**src/rtl/receive_module.sv**
```systemverilog
// receive_module: UART receiver, 8 data bits LSB first, even parity, one stop bit,
// sampled on an oversampled baud tick.
module receive_module #(
  parameter int OVERSAMPLE = 16
) (
  input  logic       clock,
  input  logic       reset,
  input  logic       Rx_EN,
  input  logic       RxD,
  input  logic       baud_tick,
  output logic [7:0] Rx_DATA,
  output logic       Rx_VALID,
  output logic       Rx_PERROR,
  output logic       Rx_FERROR,
  output logic       Rx_BUSY
);
  localparam int TW = $clog2(OVERSAMPLE);
  localparam logic [TW-1:0] HALF = TW'(OVERSAMPLE / 2 - 1);
  localparam logic [TW-1:0] FULL = TW'(OVERSAMPLE - 1);
  typedef enum logic [2:0] {IDLE, START, DATA, PARITY, STOP} state_t;
  state_t state, state_nx;
  logic [TW-1:0] tick, tick_nx;
  logic [2:0] bit_idx, bit_nx;
  logic [7:0] shift, shift_nx, data_nx;
  logic par_err, par_nx, valid_nx, perr_nx, ferr_nx;
  logic sync1, rxd_s;
  always_ff @(posedge clock or negedge reset) begin
    if (!reset) begin
      sync1 <= 1'b1;
      rxd_s <= 1'b1;
      state <= IDLE;
      tick <= '0;
      bit_idx <= '0;
      shift <= '0;
      par_err <= 1'b0;
      Rx_DATA <= '0;
      Rx_VALID <= 1'b0;
      Rx_PERROR <= 1'b0;
      Rx_FERROR <= 1'b0;
    end else begin
      sync1 <= RxD;
      rxd_s <= sync1;
      state <= state_nx;
      tick <= tick_nx;
      bit_idx <= bit_nx;
      shift <= shift_nx;
      par_err <= par_nx;
      Rx_DATA <= data_nx;
      Rx_VALID <= valid_nx;
      Rx_PERROR <= perr_nx;
      Rx_FERROR <= ferr_nx;
    end
  end
  always_comb begin
    state_nx = state;
    tick_nx = tick;
    bit_nx = bit_idx;
    shift_nx = shift;
    par_nx = par_err;
    data_nx = Rx_DATA;
    perr_nx = Rx_PERROR;
    ferr_nx = Rx_FERROR;
    valid_nx = 1'b0;
    if (!Rx_EN) begin
      state_nx = IDLE;
      tick_nx = '0;
      bit_nx = '0;
    end else if (baud_tick) begin
      tick_nx = tick + 1'b1;
      case (state)
        IDLE: begin
          tick_nx = '0;
          state_nx = rxd_s ? IDLE : START;
        end
        START: if (tick == HALF) begin
          // mid start bit: a high line here was only a glitch
          tick_nx = '0;
          bit_nx = '0;
          state_nx = rxd_s ? IDLE : DATA;
          perr_nx = rxd_s ? Rx_PERROR : 1'b0;
          ferr_nx = rxd_s ? Rx_FERROR : 1'b0;
        end
        DATA: if (tick == FULL) begin
          tick_nx = '0;
          shift_nx = {rxd_s, shift[7:1]};
          bit_nx = bit_idx + 3'd1;
          state_nx = (bit_idx == 3'd7) ? PARITY : DATA;
        end
        PARITY: if (tick == FULL) begin
          tick_nx = '0;
          par_nx = rxd_s != ^shift;
          state_nx = STOP;
        end
        STOP: if (tick == FULL) begin
          // leaving mid stop bit lets a back-to-back start edge be caught
          tick_nx = '0;
          data_nx = shift;
          perr_nx = par_err;
          ferr_nx = !rxd_s;
          valid_nx = !par_err && rxd_s;
          state_nx = IDLE;
        end
        default: state_nx = IDLE;
      endcase
    end
  end
  assign Rx_BUSY = state != IDLE;
endmodule
```
**config.mk**
```make
export PLATFORM = sky130hd
export DESIGN_NAME = receive_module
export DESIGN_NICKNAME = d
export VERILOG_FILES = /design/src/rtl/receive_module.sv
export SDC_FILE = /design/constraint.sdc
export NUM_CORES = 1
export LEC_CHECK = 0
export CAP_MARGIN = 20
export CORE_UTILIZATION = 40
export DETAILED_ROUTE_END_ITERATION = 8
export DONT_BUFFER_PORTS = 1
export SLEW_MARGIN = 20
export SYNTH_ARGS = -nofsm -noshare
export SYNTH_HDL_FRONTEND = slang
export SYNTH_SLANG_ARGS = --single-unit
```
**constraint.sdc**
```tcl
create_clock -name clock -period 2.55 [get_ports clock]
set_clock_uncertainty 0.15 [all_clocks]
set_input_delay 0.255 -clock clock [delete_from_list [all_inputs] [get_ports clock]]
set_output_delay 0.255 -clock clock [all_outputs]
set_load 0.005 [all_outputs]
```
# After elaboration in Yosys (flattened, before gate mapping)
# Index checks and enable logic that the tools add are counted.
dict set report classes {
  addsub 2
  eq_ne 17
  mux 30
  reduce_logical 14
}
# operator count
set ops {}
lappend ops {{$mux 3} 10}
lappend ops {{$mux 4} 4}
lappend ops {{$reduce_and 4->1} 4}
lappend ops {{$pmux 3 s5} 1}
lappend ops {{$ne 3x3->1 const B} 4}
lappend ops {{$pmux 4 s3} 1}
lappend ops {{$mux 1} 10}
lappend ops {{$reduce_xor 8->1} 1}
lappend ops {{$eq 3x2->1 const B} 2}
lappend ops {{$eq 3x3->1 const B} 2}
lappend ops {{$ne 2x2->1 const B} 3}
lappend ops {{$pmux 3 s2} 1}
lappend ops {{$reduce_and 6->1} 1}
lappend ops {{$reduce_and 5->1} 1}
lappend ops {{$add 4x1->4 const B} 1}
lappend ops {{$eq 4x3->1 const B} 1}
lappend ops {{$eq 4x4->1 const B} 1}
lappend ops {{$pmux 1 s2} 2}
lappend ops {{$add 3x1->3 const B} 1}
lappend ops {{$eq 3x1->1 const B} 1}
lappend ops {{$logic_not 3->1} 1}
lappend ops {{$ne 3x1->1 const B} 1}
lappend ops {{$reduce_bool 3->1} 1}
lappend ops {{$reduce_or 3->1} 1}
lappend ops {{6 further kinds} 7}
dict set report word_totals {
  reg_bits 32
  input_bits 5
  out_inout_bits 12
  elab_cells 74
}

# Longest topological paths before layout
dict set report logic_depth {
  ltp_word 6
  ltp_mapped 6
}

# Least setup slack after synthesis
# Ideal clock, no wire load.
dict set report synth_timing {
  path_kind {register -> register}
  from {register tick[0]}
  to {register shift[1]}
  arrival_time_ps 1541
  required_ps 2275
  setup_slack_ps 734
  path_stages_with_launch 7
  path_buffers 1
  cell_sequence {dfrtp_1 ha_1 nand2_2 nor3_4 and3_1 buf_4 mux2_2}
}
dict set report synth_via {
  elab_chain_cells 2
}
# item line
set synth_rtl {}
lappend synth_rtl {{start: declaration} 22} ;# logic [TW-1:0] tick, tick_nx;
lappend synth_rtl {{start signal: assignment} 44} ;# tick <= tick_nx;
lappend synth_rtl {{$eq 4x4->1} 83} ;# DATA: if (tick == FULL) begin
lappend synth_rtl {{$reduce_and 4->1 (no source line)} -}
lappend synth_rtl {{end signal: assignment} 46} ;# shift <= shift_nx;
lappend synth_rtl {{end: declaration} 24} ;# logic [7:0] shift, shift_nx, data_nx;
# No other way between the ends.
# A chain may end at the register's enable or synchronous reset.

# Worst setup path in the final report
dict set report layout_timing {
  from {register tick[0]}
  to {register shift[5]}
}
# The elaborated chain is that of the path after synthesis.

==> metrics <==
status finished, final reports clean; Setup TNS 0 ps; Reg2Reg Depth 5; Starting Density a little over two fifths; Netlist cell types 43; reg2reg start tick[0]; initial antenna violation count 0; Hold Vio Cnt, Final 0; worst setup path class reg -> reg; I/O pin count 17; clock sink count 32; Die Y 65.1 µm; Cells after Synth between 100 and 150; routed wire length 2.82 mm; relative slew slack between 70% and 80%; TritonCTS clock tree built; Max Freq approximately 0.5 GHz; Seq cells post-synth 32; post-route non-filler standard cell count around 190; clock transition at the registers of the reported paths approximately 70 ps; Syn-to-layout area delta 11.4%; DRC 0; unrepaired setup endpoints after global routing false; TritonCTS Buffers 5; syn_area_per_cell 11.9 µm²; Worst Hold Class in -> reg; asr flop ratio synth 100%; Max H-tree Level 2; Die X-Extent 65.1 µm; maximum buffer depth of the clock tree 2; CP Capture Point shift[5]; vias in the first global route approximately 1,100; Hold Crit Depth 3; antenna cells 0; Post-Syn Nets approximately 140; total number of vias approximately 1,100; critical path arrival about 2000 ps; Root Buffer clkbuf_8; mapped cell area approximately 1600 µm²; Skew-Pair Late Insertion Delay around 280 ps; Slew Viols, Final 0; Initial DRC Count between 40 and 50; pre-CTS setup slack 556 ps; endpoint class of the critical path flip-flop; row count 22; Die ar. about 4200 µm²; HPWL after detailed placement approximately 2.0 mm; worst-path fanout max 7; CP required between 2000 and 3000 ps; top cells by area, synth dfrtp_1 47%, mux2_2 13%, dfstp_2 3.3%; Reg-to-Reg End shift[5]; I/O Buffers 0; design area ~1800 µm²; Tmin final 2010 ps; CP Launch Point tick[0]; Routed Antenna Nets 0; Syn. warnings 0; flop2flop setup slack 540 ps; Synth Flop Type dfrtp_1; P_leak between 0.8 and 0.9 nW; first-pass GRT wire length slightly below 5 mm; largest net degree at the start of global routing 33; final worst slack 545 ps; DR pass1 iterations 4; cell count after placement roughly 180; critical path launch point type flip-flop; total gr overflow 0; max cap viols 0; Core Region ~3700 µm²; cell area power density 547 nW/µm²; Vias/cell approximately 5.6; layout cells sized above 1 between 20 and 25%; Final GP Congestion 0.781; measured slew at the worst slew-check pin roughly 410 ps; most common cell after layout, fill and taps aside dfrtp_1; Post-DP Area around 1600 µm²; Seq/Total Area, Yosys about half; post-cts sizing count 0; Final setup viols 0; area leader, netlist dfrtp_1; nets@finish around 150; GRT Total Usage 15.5%; top cell type's share of synthesized area 47.1%; Post-synth EDFFs 0; Final Cycle Share between 70% and 80%; Peak VDD IR about 0.00025 V; WL per Instance between 10 and 15 µm; commonest non-fill, non-tap cells in the layout 30 x dfrtp_1, 19 x mux2_2, 8 x inv_1
==> worst min-delay path by stage <==
stage	end	slack [ps]	start
2_1_floorplan	Rx_DATA[0]	-190	reset
3_3_place_gp	Rx_VALID	-190	reset
3_5_place_dp	Rx_VALID	-190	reset
4_1_cts	tick[2]	60	baud_tick
5_1_grt	tick[3]	80	baud_tick
6_report	tick[2]	70	baud_tick
==> critical path, stage by stage (launching register included) <==
cell and delay, ps:
dfrtp_1 380, ha_1 280, nand2_2 150, nor3_4 240
and3_1 320, mux2_2 370
==> cell families after synthesis <==
logic type	count (synthesis)	synth area share [%]
buffers and inverters	14	3.92
multiplexers	21	14.7
AND/OR/NAND/NOR	35	13.9
AO/OA/AOI/OAI	22	10.0
adder cells (fa/ha/maj)	3	2.36
flip-flops	32	50.4
XOR/XNOR	7	4.71
==> metrics by stage <==
stage / util, % / total power [W] / hold slack, ps
final: 47.4 / 0.000972 / 68.9
after detailed placement: 43.3 / 0.000561 / -190
after global placement: 43.3 / 0.000562 / -190
after floorplan: - / 0.000557 / -191
after global routing: 47.4 / 0.00102 / 80.2
after CTS: 47.4 / 0.000988 / 64.7
==> cells in the mapped netlist, types with 3 or more instances <==
library cell,n
mux2_2,19
buf_2,4
nand2_1,7
inv_1,8
a22o_1,3
ha_1,3
dfrtp_1,30
nor2_1,5
xnor2_1,5
a21oi_1,3
nand2b_1,4
==> state kept, by name (all words and copies together), names as in the netlist <==
signal,flops
Rx_VALID,1
par_err,1
Rx_DATA,8
tick,4
shift,8
bit_idx,3
rxd_s,1
sync1,1
Rx_PERROR,1
state,3
Rx_FERROR,1
==> area by class of cell <==
class	count	area [µm²]
timing repair buffer	5	60.1
inverter	8	30.0
clock inverter	1	7.51
sequential	32	803
multi-input combinational	88	728
fill	362	1970
tap	48	60.1
clock buffer	7	86.3
==> metal layers <==
metal,up-vias,track usage (%),routed length (µm)
li1,495,-,-
met1,522,18.8,1340
met2,28,24.9,1300
met3,5,5.21,138
met4,0,7.34,44
met5,-,0,0
==> power by group <==
part	internal [W]	switching, W
clock	0.000219	0.000182
sequential	0.000513	0.00000761
combinational	0.0000219	0.0000283
==> repair_timing <==
action	4_1_cts	5_1_grt
buffers inserted	0	0
hold buffers	5	0
endpoints found under the hold margin	37	0
Power figures use the tool's default switching activity.
